File: src/rtl/enhanced_cu_pkg.sv
// Shared encodings for the enhanced control unit: opcodes, 5-bit state codes,
// ALU operation and A-mux select codes.
package enhanced_cu_pkg;

  typedef enum logic [3:0] {
    OP_LOAD  = 4'd0,
    OP_STORE = 4'd1,
    OP_ADD   = 4'd2,
    OP_SUB   = 4'd3,
    OP_INPUT = 4'd4,
    OP_JZ    = 4'd5,
    OP_JPOS  = 4'd6,
    OP_HALT  = 4'd7,
    OP_AND   = 4'd8,
    OP_OR    = 4'd9,
    OP_NOT   = 4'd10,
    OP_INC   = 4'd11,
    OP_DEC   = 4'd12,
    OP_JMP   = 4'd13,
    OP_JNZ   = 4'd14,
    OP_NOP   = 4'd15
  } opcode_e;

  typedef enum logic [4:0] {
    S_START  = 5'd0,
    S_FETCH  = 5'd1,
    S_DECODE = 5'd2,
    S_MEMOP  = 5'd3,
    S_ALU1   = 5'd4,
    S_JUMP   = 5'd5,
    S_INPUT  = 5'd6,
    S_HALT   = 5'd7,
    S_FAULT  = 5'd8,
    S_IRQ    = 5'd9
  } state_e;

  localparam logic [2:0] ALU_ADD  = 3'b000;
  localparam logic [2:0] ALU_SUB  = 3'b001;
  localparam logic [2:0] ALU_AND  = 3'b010;
  localparam logic [2:0] ALU_OR   = 3'b011;
  localparam logic [2:0] ALU_NOT  = 3'b100;
  localparam logic [2:0] ALU_INC  = 3'b101;
  localparam logic [2:0] ALU_DEC  = 3'b110;
  localparam logic [2:0] ALU_PASS = 3'b111;

  localparam logic [1:0] ASEL_ALU = 2'b00;
  localparam logic [1:0] ASEL_IN  = 2'b01;
  localparam logic [1:0] ASEL_MEM = 2'b10;

  // Wide enough for the largest allowed WAIT_MAX (255).
  localparam int WAIT_W = 8;

  function automatic logic [2:0] alu_op_of(input opcode_e op);
    case (op)
      OP_ADD:  return ALU_ADD;
      OP_SUB:  return ALU_SUB;
      OP_AND:  return ALU_AND;
      OP_OR:   return ALU_OR;
      OP_NOT:  return ALU_NOT;
      OP_INC:  return ALU_INC;
      OP_DEC:  return ALU_DEC;
      default: return ALU_PASS;
    endcase
  endfunction

endpackage

File: src/rtl/ecu_wait_timer.sv
// Memory-wait timeout counter: held at zero while cleared, counts stalled
// cycles otherwise, and flags when the count has reached WAIT_MAX.
module ecu_wait_timer
  import enhanced_cu_pkg::*;
#(
  parameter int WAIT_MAX = 15
) (
  input  logic Clock,
  input  logic Reset,
  input  logic clear,
  input  logic inc,
  output logic expired
);

  logic [WAIT_W-1:0] cnt_q, cnt_d;

  always_comb begin
    cnt_d = cnt_q;
    if (clear) begin
      cnt_d = '0;
    end else if (inc) begin
      cnt_d = cnt_q + WAIT_W'(1);
    end
  end

  always_ff @(posedge Clock or posedge Reset) begin
    if (Reset) begin
      cnt_q <= '0;
    end else begin
      cnt_q <= cnt_d;
    end
  end

  assign expired = (cnt_q == WAIT_W'(WAIT_MAX));

endmodule

File: src/rtl/enhanced_cu.sv
// Multi-cycle control unit with memory-wait timeout and illegal-opcode fault.
// Define ENHANCED_CU_IRQ_EN to enable the single-cycle interrupt entry state.
module enhanced_cu
  import enhanced_cu_pkg::*;
#(
  parameter int OPW      = 4,
  parameter int WAIT_MAX = 15
) (
  input  logic           Clock,
  input  logic           Reset,
  input  logic           Enter,
  input  logic           Aeq0,
  input  logic           Apos,
  input  logic [OPW-1:0] IR,
  input  logic           MemReady,
  input  logic           Irq,
  output logic           IRload,
  output logic           PCload,
  output logic           JMPmux,
  output logic           Meminst,
  output logic           MemWr,
  output logic           MemReq,
  output logic           Aload,
  output logic [1:0]     Asel,
  output logic [2:0]     AluOp,
  output logic           Halt,
  output logic           Fault,
  output logic           IrqAck,
  output logic [4:0]     state
);

  state_e  state_q, state_d;
  opcode_e op;
  logic    illegal;
  logic    in_wait;
  logic    wait_expired;
  logic    timeout;
  logic    irq_take;

  assign op      = opcode_e'(IR[3:0]);
  assign illegal = (IR >> 4) != '0;

  // Memory handshake: MemReq is the request valid, MemReady the completion.
  // MemReq is high in exactly FETCH and MEMOP, so MemReady is only looked at there.
  assign in_wait = (state_q == S_FETCH) || (state_q == S_MEMOP);
  assign timeout = in_wait && !MemReady && wait_expired;

  ecu_wait_timer #(.WAIT_MAX(WAIT_MAX)) u_wait_timer (
    .Clock   (Clock),
    .Reset   (Reset),
    .clear   (!in_wait),
    .inc     (in_wait && !MemReady),
    .expired (wait_expired)
  );

`ifdef ENHANCED_CU_IRQ_EN
  logic irq_busy_q, irq_busy_d;

  // Busy blocks re-entry while the same level request stays asserted.
  always_comb begin
    irq_busy_d = irq_busy_q;
    if (state_q == S_START && !Irq) irq_busy_d = 1'b0;
    if (state_q == S_IRQ)           irq_busy_d = 1'b1;
  end

  always_ff @(posedge Clock or posedge Reset) begin
    if (Reset) begin
      irq_busy_q <= 1'b0;
    end else begin
      irq_busy_q <= irq_busy_d;
    end
  end

  assign irq_take = (state_q == S_START) && Irq && !irq_busy_q;
`else
  logic unused_irq;
  assign unused_irq = Irq;
  assign irq_take   = 1'b0;
`endif

  always_comb begin
    state_d = state_q;
    case (state_q)
      S_START:  state_d = irq_take ? S_IRQ : S_FETCH;
      S_IRQ:    state_d = S_FETCH;
      S_FETCH: begin
        if (MemReady)     state_d = S_DECODE;
        else if (timeout) state_d = S_FAULT;
      end
      S_DECODE: begin
        if (illegal) begin
          state_d = S_FAULT;
        end else begin
          case (op)
            OP_LOAD, OP_STORE, OP_ADD, OP_SUB, OP_AND, OP_OR: state_d = S_MEMOP;
            OP_NOT, OP_INC, OP_DEC:                           state_d = S_ALU1;
            OP_JZ, OP_JPOS, OP_JMP, OP_JNZ:                   state_d = S_JUMP;
            OP_INPUT:                                         state_d = S_INPUT;
            OP_HALT:                                          state_d = S_HALT;
            OP_NOP:                                           state_d = S_START;
            default:                                          state_d = S_FAULT;
          endcase
        end
      end
      S_MEMOP: begin
        if (MemReady)     state_d = S_START;
        else if (timeout) state_d = S_FAULT;
      end
      S_ALU1, S_JUMP: state_d = S_START;
      S_INPUT:        if (Enter) state_d = S_START;
      S_HALT, S_FAULT: state_d = state_q;
      default:        state_d = S_START;
    endcase
  end

  always_ff @(posedge Clock or posedge Reset) begin
    if (Reset) begin
      state_q <= S_START;
    end else begin
      state_q <= state_d;
    end
  end

  always_comb begin
    IRload  = 1'b0;
    PCload  = 1'b0;
    JMPmux  = 1'b0;
    Meminst = 1'b0;
    MemWr   = 1'b0;
    MemReq  = 1'b0;
    Aload   = 1'b0;
    Asel    = ASEL_ALU;
    AluOp   = ALU_ADD;
    Halt    = 1'b0;
    Fault   = 1'b0;
    IrqAck  = 1'b0;
    case (state_q)
      S_FETCH: begin
        MemReq = 1'b1;
        IRload = MemReady;
        PCload = MemReady;
      end
      S_DECODE: Meminst = 1'b1;
      S_MEMOP: begin
        MemReq  = 1'b1;
        Meminst = 1'b1;
        MemWr   = (op == OP_STORE);
        if (MemReady && op == OP_LOAD) begin
          Aload = 1'b1;
          Asel  = ASEL_MEM;
        end else if (MemReady && op != OP_STORE) begin
          Aload = 1'b1;
          AluOp = alu_op_of(op);
        end
      end
      S_ALU1: begin
        Aload = 1'b1;
        AluOp = alu_op_of(op);
      end
      S_JUMP: begin
        JMPmux = 1'b1;
        case (op)
          OP_JZ:   PCload = Aeq0;
          OP_JPOS: PCload = Apos;
          OP_JNZ:  PCload = !Aeq0;
          OP_JMP:  PCload = 1'b1;
          default: PCload = 1'b0;
        endcase
      end
      S_INPUT: begin
        Aload = 1'b1;
        Asel  = ASEL_IN;
      end
      S_HALT:  Halt  = 1'b1;
      S_FAULT: Fault = 1'b1;
`ifdef ENHANCED_CU_IRQ_EN
      S_IRQ: begin
        IrqAck = 1'b1;
        PCload = 1'b1;
      end
`endif
      default: ;
    endcase
  end

  assign state = state_q;

endmodule

File: config.mk
export PLATFORM = sky130hd
export DESIGN_NAME = enhanced_cu
export DESIGN_NICKNAME = d
export VERILOG_FILES = /design/src/rtl/enhanced_cu_pkg.sv /design/src/rtl/ecu_wait_timer.sv /design/src/rtl/enhanced_cu.sv
export SDC_FILE = /design/constraint.sdc
export NUM_CORES = 1
export LEC_CHECK = 0
export CORE_AREA = 2 2 51 53
export DETAILED_ROUTE_END_ITERATION = 12
export DIE_AREA = 0 0 53 55
export GPL_TIMING_DRIVEN = 0
export PLACE_DENSITY = 0.74
export SYNTH_ARGS = -nofsm -noshare
export SYNTH_HDL_FRONTEND = slang
export SYNTH_SLANG_ARGS = --single-unit
File: constraint.sdc
create_clock -name Clock -period 3.6 [get_ports Clock]
set_clock_uncertainty 0.15 [all_clocks]
set_input_delay 0.54 -clock Clock [delete_from_list [all_inputs] [get_ports Clock]]
set_output_delay 0.54 -clock Clock [all_outputs]
set_load 0.005 [all_outputs]
==> run metrics <==
hold path cells 2; Initial Util 0.426; endpoints failing setup 0; Layout Nets 171; PortBufs 26; initial antenna violation count 0; most frequent cells in the layout clkdlybuf4s50_1 (26), nor2_1 (18), dfrtp_1 (13); Die X 53 um; Final Util 0.565; R2R cell count 4; vias in the first global route 883; layout cells sized above 1 0.111; Hold Path Class reg2reg; GPL Wtd Cong 0.770; vias 962; synth warn 0; reg2reg end state[0]$_DFFE_PP0P_; Syn Area/Cell 8.27 um^2; # IOs 31; status finished clean; vias per cell 5.26; H-tree levels 1; WP data arrival 2.62 ns; # hold bufs at CTS 0; Critical Path Source Type input port; total chip power 0.000355 W; CTS clk-pin slew, worst paths 0.08 ns; TritonCTS Sinks 13; final instance area 1340 um^2; Placed Area 1310 um^2; Die Y 55 um; antenna fix cells 0; Yosys cell types 44; Seq cells post-synth 13; largest net degree at the start of global routing 14; GRT met1 Usage 0.226; core area 2360 um^2; number of iterations in the first detailed-routing pass 4; Seq/Total Area, Yosys 0.323; die area 2920 um^2; Crit Path Class in2out; Hold Path End u_wait_timer.cnt_q[7]$_DFFE_PP0P_; Final Max Tran Viols 0; Peak supply drop 173 uV; r2r startpoint u_wait_timer.cnt_q[5]$_DFFE_PP0P_; FMAX 302 MHz; Residual DRC 0; Slew @ Worst Pin 0.536 ns; R2R setup slack 1.77 ns; Mapped Cells 122; Longest Clk Path Bufs 2; CTS tree built; DR WL/cell 12.7 um; CP endpoint kind output port; Leak 0.546 nW; Most Crowded Layer GR met2; GRT met2 Usage 0.319; FP Rows 18; pwr/cell area 266 nW/um^2; Period Utilization, post-route 0.920; Netlist Area Pre-Place 1010 um^2; Hold Vio Cnt, Final 0; total grt overflow 0; CP required 2.91 ns; clk root buf clkbuf_4; CTS Buf Count 3; Starting DRT DRC Count 23; GRT Util Overall 0.182; CP max FO 6; dpl hpwl 1830 um; Setup TNS 0 ns; final wirelength 2330 um; Clk Latency, worst-skew pair 0.27 ns; cts repair resizes 0; Routed Antenna Nets 0; min Tclk post-route 3.31 ns; most common cell after layout, fill and taps aside clkdlybuf4s50_1; RSZ-0062 raised after global routing no; Area Overhead vs Synth 32.5%; min-delay src u_wait_timer.cnt_q[7]$_DFFE_PP0P_; met3 Track Usage GR 0.0242; first-pass GRT wire length 3880 um; maxcap violations 0; setup bufs post-CTS 0; max_slew headroom 0.639
==> sequential cells by signal, indices dropped and copies added, names as in the netlist <==
register	cells
u_wait_timer.cnt_q	8
state	5
==> synthesized netlist by cell type <==
library cell / count / area [um^2]
o21a_1: 1 / 7.51
xor2_1: 3 / 26.3
xnor2_1: 3 / 26.3
nor3_1: 5 / 25.0
a21boi_0: 1 / 7.51
a211oi_1: 1 / 7.51
buf_2: 2 / 10.0
a311oi_1: 1 / 8.76
nand3_1: 3 / 15.0
o2111ai_1: 1 / 8.76
and2b_2: 1 / 8.76
nor2b_1: 2 / 12.5
ha_1: 6 / 75.1
a311oi_2: 1 / 15.0
inv_1: 7 / 26.3
nor4_1: 2 / 12.5
a31oi_1: 1 / 6.26
mux2_2: 1 / 11.3
or3_1: 2 / 12.5
inv_2: 1 / 3.75
mux2i_1: 1 / 10.0
o22a_2: 1 / 10.0
buf_4: 3 / 22.5
o22ai_1: 1 / 6.26
or3_4: 1 / 11.3
o21ai_1: 1 / 5.00
nor2_1: 18 / 67.6
o211ai_1: 1 / 7.51
or2b_2: 1 / 8.76
or4b_1: 1 / 10.0
buf_6: 1 / 11.3
nand2b_1: 3 / 18.8
o21ai_0: 6 / 30.0
and4b_1: 1 / 10.0
nand2_1: 10 / 37.5
conb_1: 1 / 3.75
nand4b_1: 1 / 8.76
a31o_2: 1 / 8.76
dfrtp_1: 13 / 325
nand4_1: 1 / 6.26
nand3b_1: 3 / 22.5
a211o_1: 1 / 8.76
a21oi_1: 5 / 25.0
or2_1: 1 / 6.26
==> power breakdown <==
group / leakage, nW / total [W] / internal, W / switching, W
Combinational: 0.354 / 0.000100 / 0.0000525 / 0.0000477
Clock: 0.0150 / 0.0000906 / 0.0000429 / 0.0000477
Sequential: 0.177 / 0.000164 / 0.000152 / 0.0000116
Total: 0.546 / 0.000355 / 0.000248 / 0.000107
==> cell families after synthesis <==
logic type                 Yosys count  synth area share
AOI/OAI and AO/OA                   24             0.161
xor gates and xnor gates             6            0.0521
adders and majority gates            6            0.0744
buffers and inverters               14            0.0732
DFF                                 13             0.323
muxes                                2            0.0211
other                                1           0.00372
and+or+nand+nor                     56             0.292
==> metrics by stage <==
stage / hold slack (ns) / setup slack (ns) / cells
after detailed placement: 0.395 / 0.292 / 179
after global placement: 0.387 / 0.306 / 179
final: 0.414 / 0.289 / 183
after floorplan: 0.267 / 1.29 / 123
after CTS: 0.418 / 0.288 / 183
after global routing: 0.430 / 0.174 / 183
==> layer usage <==
metal / share of wire / vias up / wire length (um)
met4: 0.011 / 0 / 25
li1: - / 485 / -
met1: 0.44 / 460 / 1030
met3: 0.028 / 2 / 65
met5: 0 / - / 0
met2: 0.52 / 15 / 1200
==> critical path, cell delays in order <==
cell and delay (ns):
clkdlybuf4s50_1 0.51, inv_1 0.09, ha_1 0.28, o21a_1 0.21
o22a_2 0.21, a311oi_2 0.23, clkdlybuf4s50_1 0.54
==> final cells by class <==
| class | instances | area, um^2 |
|---|---|---|
| fill | 242 | 1030 |
| multi-input combinational | 96 | 613 |
| sequential | 13 | 325 |
| timing repair buffer | 26 | 260 |
| buffer | 6 | 43.8 |
| tap | 30 | 37.5 |
| inverter | 8 | 30.0 |
| clock buffer | 4 | 26.3 |
==> worst max-delay path by stage <==
stage | from | to | slack [ns] | cells after the start
6_report | IR[0] | AluOp[0] | 0.29 | 7
4_1_cts | IR[0] | AluOp[0] | 0.29 | 7
3_5_place_dp | IR[0] | AluOp[0] | 0.29 | 7
2_1_floorplan | MemReady | AluOp[0] | 1.29 | 5
5_1_grt | IR[1] | AluOp[0] | 0.17 | 7
3_3_place_gp | IR[1] | AluOp[0] | 0.31 | 7
Note: power is estimated with default switching activity, not from simulation.
